### config.mk
export PLATFORM = sky130hd
export DESIGN_NAME = issue_scoreboard
export DESIGN_NICKNAME = d
export VERILOG_FILES = /design/src/rtl/issue_scoreboard.sv
export SDC_FILE = /design/constraint.sdc
export NUM_CORES = 1
export LEC_CHECK = 0
export CAP_MARGIN = 40
export CORE_MARGIN = 4
export CORE_UTILIZATION = 45
export DETAILED_ROUTE_END_ITERATION = 7
export HOLD_SLACK_MARGIN = 0.12
export PLACE_DENSITY = 0.67
export SLEW_MARGIN = 25
export SYNTH_ARGS = -nofsm -noshare
export SYNTH_HDL_FRONTEND = slang
export SYNTH_SLANG_ARGS = --single-unit
### constraint.sdc
create_clock -name clk -period 9.8 [get_ports clk]
set_input_delay 1.96 -clock clk [delete_from_list [all_inputs] [get_ports clk]]
set_output_delay 1.96 -clock clk [all_outputs]
set_load 0.1 [all_outputs]
### src/rtl/issue_scoreboard.sv
// Issue scoreboard: tracks in-flight destination registers (64 busy bits),
// blocks instructions with RAW/WAW hazards, and holds one registered issue
// slot toward the register-file stage. A small RUN/DRAIN FSM quiesces the
// pipeline on request.
//
// Ports:
//   clk, rstn            clock, synchronous active-low reset
//   instr_valid, instr   upstream instruction (op[31:26] rd[25:20] rs[19:14] rt[13:8])
//   instr_ready          instruction accepted when high with instr_valid
//   wb_valid, wb_addr    writeback completion clears a busy bit
//   drain_req            request to quiesce
//   drain_done           one-cycle pulse when the drain completes
//   iss_valid, iss_ready issue handshake downstream
//   iss_op/rd/rs/rt      registered decoded fields
//   stall_cnt            saturating count of hazard stall cycles
module issue_scoreboard #(
  parameter int unsigned STALL_W = 16
) (
  input  logic               clk,
  input  logic               rstn,
  input  logic               instr_valid,
  input  logic [31:0]        instr,
  output logic               instr_ready,
  input  logic               wb_valid,
  input  logic [5:0]         wb_addr,
  input  logic               drain_req,
  output logic               drain_done,
  output logic               iss_valid,
  input  logic               iss_ready,
  output logic [5:0]         iss_op,
  output logic [5:0]         iss_rd,
  output logic [5:0]         iss_rs,
  output logic [5:0]         iss_rt,
  output logic [STALL_W-1:0] stall_cnt
);

  typedef enum logic {RUN, DRAIN} state_t;

  state_t      state, state_next;
  logic [63:0] busy, busy_n, busy_next;
  logic [5:0]  op, rd, rs, rt;
  logic        hazard, slot_free, accept, iss_valid_next;
  logic        unused_low;

  assign op = instr[31:26];
  assign rd = instr[25:20];
  assign rs = instr[19:14];
  assign rt = instr[13:8];
  assign unused_low = ^instr[7:0];

  // Writeback in this cycle already unblocks dependants in this cycle.
  always_comb begin
    busy_n = busy;
    if (wb_valid) busy_n[wb_addr] = 1'b0;
  end

  assign hazard    = busy_n[rs] | busy_n[rt] | busy_n[rd];
  assign slot_free = ~iss_valid | iss_ready;

  // drain_req pre-empts an accept in the same cycle.
  assign instr_ready = rstn & (state == RUN) & ~drain_req & ~hazard & slot_free;
  assign accept      = instr_valid & instr_ready;

  // Set of the new destination is applied after the writeback clear,
  // so a same-edge set wins.
  always_comb begin
    busy_next = busy_n;
    if (accept && rd != 6'd0) busy_next[rd] = 1'b1;
    busy_next[0] = 1'b0;
  end

  assign iss_valid_next = accept | (iss_valid & ~iss_ready);

  // Drain completion looks at post-update state so the pulse and the
  // return to RUN coincide with the edge that empties the pipeline.
  always_comb begin
    state_next = state;
    drain_done = 1'b0;
    case (state)
      RUN: begin
        if (drain_req) state_next = DRAIN;
      end
      DRAIN: begin
        if (busy_next == '0 && !iss_valid_next) begin
          drain_done = rstn;
          state_next = RUN;
        end
      end
      default: state_next = RUN;
    endcase
  end

  always_ff @(posedge clk) begin
    if (!rstn) begin
      state     <= RUN;
      busy      <= '0;
      iss_valid <= 1'b0;
      iss_op    <= '0;
      iss_rd    <= '0;
      iss_rs    <= '0;
      iss_rt    <= '0;
      stall_cnt <= '0;
    end else begin
      state     <= state_next;
      busy      <= busy_next;
      iss_valid <= iss_valid_next;
      if (accept) begin
        iss_op <= op;
        iss_rd <= rd;
        iss_rs <= rs;
        iss_rt <= rt;
      end
      if (instr_valid && hazard && state == RUN && stall_cnt != '1)
        stall_cnt <= stall_cnt + STALL_W'(1);
    end
  end

endmodule

==> results.md <==
- Critical Setup Path Class: input pin to output pin
- FF+latch count, synth: roughly 110
- Clock Sinks: roughly 110
- Buf+Inv Stages, Crit Path: 3
- Initial core utilization: a little under half
- Netlist cell types: 74
- Launch point of the worst path: wb_addr[2]
- Vias/cell: 6.73
- Setup Buffers After CTS: 0
- Dpl ws: 1.99 ns
- Routability cong.: 1.04
- Outcome: finished clean
- Antenna violations before repair: 0
- Worst reg2reg endpoint: busy[52]
- RSZ-0062 raised after global routing: no
- Power Density: approximately 120 nW/um^2
- Warnings from Yosys: 0
- Num ports: 87
- Required time of the worst setup path: about 7.8 ns
- Xor/xnor share of the synthesized area: 0%
- DRT Wirelength: about 26 mm
- Crit path largest cell delay: about 0.7 ns
- Vias in the first global route: a little under 7,000
- Share of cells above drive strength 1: 14.0%
- Area growth from synthesis to layout: 32.2%
- Internal power: slightly below 700 uW
- Worst vdd ir: 0.115 mV
- Main synth FF type: dfxtp_1
- First-pass GRT wire length: 40.2 mm
- Main combinational cell family by area after synthesis: compound AO/OA/AOI/OAI gates
- Crit-path cells: clkdlybuf4s50_1 > nand4b_1 > o21a_1 > or4_1 > nor4_1 > nand4_1 > nor3_1 > clkdlybuf4s50_1 > buf_8
- Root buffer cell: clkbuf_16
- Vias: 7,203
- Initial DRC count: 911
- P_leak: around 3.1 nW
- Post-synthesis area per instance: 8.24 sq um
- Post-synthesis simple-gate area fraction: 24.3%
- Rel. slew slack: slightly above 40%
- Largest net degree at the start of global routing: 82
- CP delay by family, top: simple AND/OR/NAND/NOR gates
- Final worst-path cycle share: between 80 and 90%
- Post-Syn Nets: slightly above 800
- Most frequent cells in the layout: dfxtp_1, nand2_1, clkdlybuf4s50_1, o22ai_1, o21ai_0
- Clock power share: 37.6%
- Total CTS buffers: 9
- Reg clk slew, reported paths: 0.07 ns
- Worst r2r src: busy[60]
- Hold-fix buffers at CTS: 0
- Most used cell, CP: clkdlybuf4s50_1
- Sum of negative setup slack: 0 ns
- Worst Hold Class: register to register
- Die Wd: around 130 um
- Die H: between 100 and 150 um
- Area of the core: 13,900 sq um
- Grt total ovfl: 0
- ANT cells: 0
- Worst EP arrival: ~6 ns
- Reg power frac: around 44%
- Min-delay src: iss_rs[4]
- Clock tree buffer depth: 2
- Slowest stage cell, crit path: nand4b_1
- Slew Limit Fails: 0
- R2R depth: 10
- Final design utilization: between 60 and 70%
- Hold endpoint: iss_rs[4]
- Period minus WS final: around 8 ns
- GRT Util Overall: 32.0%
- Synth Area in Adders: less than 1%
- Final net count: 930
- P_sw: 313 uW
- Fmax: 0.126 GHz
- DRT Pass-1 Iters: 5
- Std-Cell Rows: 43
- Final Skew: 0.0155 ns
- Clk Latency, worst-skew pair: ~0.37 ns
- Cells after Synth: 780
- Setup crit start kind: input pin
- Post-synthesis mux area share: a little under a tenth
- CP Capture Type: output pin
- Post-CTS Resized: 0
- R2r setup slk: 6.06 ns
- Worst Tran Pin Value: about 0.88 ns
- Final setup violation count: 0
- Detailed-route DRC error count: 0
- Max cap viols: 0
- Post-Syn Area: around 6400 sq um
- Total die area: between 15,000 and 20,000 sq um
- Antenna viol nets, final: 0
- Fin. Hold Viols: 0
- Fraction of power consumed by combinational cells: 18.8%
- Worst hold path depth: 2
- Switching Fraction: around a third
- Setup WS post-layout: about 1.8 ns
- Complex-gate fraction of the synthesized area: between 20% and 30%
- Max Fanout on Critical Path: 11
- Async set-reset flop share out of synthesis: 0%
- Sequential share of the synthesized area: around a third
- H-tree depth: 3
- Clock tree from TritonCTS: built
- Commonest non-fill, non-tap cell in the layout: dfxtp_1
- PortBufs: 78
- WL/cell: between 20 and 25 um
- Hold WS: roughly 0.46 ns
- Post-synth EDFFs: 0
- DP HPWL: approximately 19 mm
how the worst max path moves through the flow:
stage,to,slack (ns),cells past startpoint
detailed placement,drain_done,1.99,9
global route,drain_done,1.74,9
global placement,drain_done,1.55,8
floorplan,drain_done,2.11,7
finish,drain_done,1.83,9
CTS,drain_done,1.94,9
routing by layer:
metal  vias to the layer above  wire length, um  track usage, %
met5                         -                0               0
met4                         0             1080            12.5
met3                        77             2480            6.40
met2                       410            11800            51.0
met1                      3484            10900            42.8
li1                       3232                -               -
metrics by stage:
step	std cells	cell area, sq um	total power [mW]
finish	1070	8490	0.993
global route	1070	8490	1.02
CTS	1066	8470	0.993
detailed placement	1050	8160	0.626
global placement	1003	7330	0.607
floorplan	780	6430	0.559
cell families after synthesis:
logic type	count (synthesis)
AND/OR/NAND/NOR	277
adder cells (fa/ha/maj)	1
AO/OA/AOI/OAI	273
multiplexers	51
buffers and inverters	73
flip-flops	105
area by class of cell:
| type | instances | area [sq um] |
|---|---|---|
| clock buffer | 10 | 239 |
| clock inverter | 6 | 67.6 |
| fill | 1215 | 5440 |
| inverter | 16 | 60.1 |
| multi-input combinational | 602 | 4010 |
| sequential | 105 | 2100 |
| tap | 180 | 225 |
| timing repair buffer | 151 | 1790 |
worst register-to-register path: cells and delay by family (launching register included):
| kind | cells | cell delay (ns) |
|---|---|---|
| and+or+nand+nor | 4 | 1.39 |
| AOI/OAI and AO/OA | 4 | 1.36 |
| buffers and inverters | 1 | 0.45 |
| DFF | 1 | 0.30 |
| muxes | 1 | 0.15 |
flip-flops by register name, indices dropped and copies added, names as in the netlist:
name / count
busy: 63
iss_op: 6
iss_rd: 6
iss_rs: 6
stall_cnt: 16
state: 1
iss_rt: 6
iss_valid: 1
cell usage after synthesis, drive strengths merged, types with 4 or more instances:
library cell | n | area share (%)
dfxtp | 105 | 33
nor2 | 36 | 2.1
mux2i | 41 | 6.4
o21ai | 77 | 6.3
nand2b | 19 | 1.8
o32ai | 5 | 0.68
o311ai | 4 | 0.55
nand3b | 4 | 0.47
nand4b | 5 | 0.68
a2111oi | 4 | 0.55
o21a | 18 | 2.1
nand3 | 17 | 1.3
nor4 | 7 | 0.78
o2111ai | 4 | 0.55
o31ai | 9 | 1.1
or3b | 4 | 0.55
nor3 | 19 | 1.6
and3 | 7 | 0.68
a21oi | 19 | 1.5
a311oi | 4 | 0.55
clkbuf | 35 | 2.0
a211oi | 7 | 0.82
mux4 | 7 | 2.5
nand4 | 28 | 4.7
or3 | 9 | 0.88
o211ai | 8 | 0.93
inv | 13 | 0.76
o22ai | 70 | 6.8
a22oi | 7 | 0.82
nor2b | 7 | 0.68
buf | 22 | 2.1
o221ai | 6 | 0.82
o41ai | 4 | 0.66
a221oi | 4 | 0.55
or4 | 5 | 0.58
nand2 | 97 | 5.7
power by group through the flow:
stage          Clock [mW]  Sequential, mW  Combinational (mW)
2_1_floorplan           0           0.465              0.0939
3_3_place_gp            0           0.443               0.164
3_5_place_dp            0           0.443               0.183
4_1_cts             0.377           0.433               0.183
5_1_grt             0.393           0.434               0.197
6_report            0.373           0.433               0.187
Power figures use the tool's default switching activity.
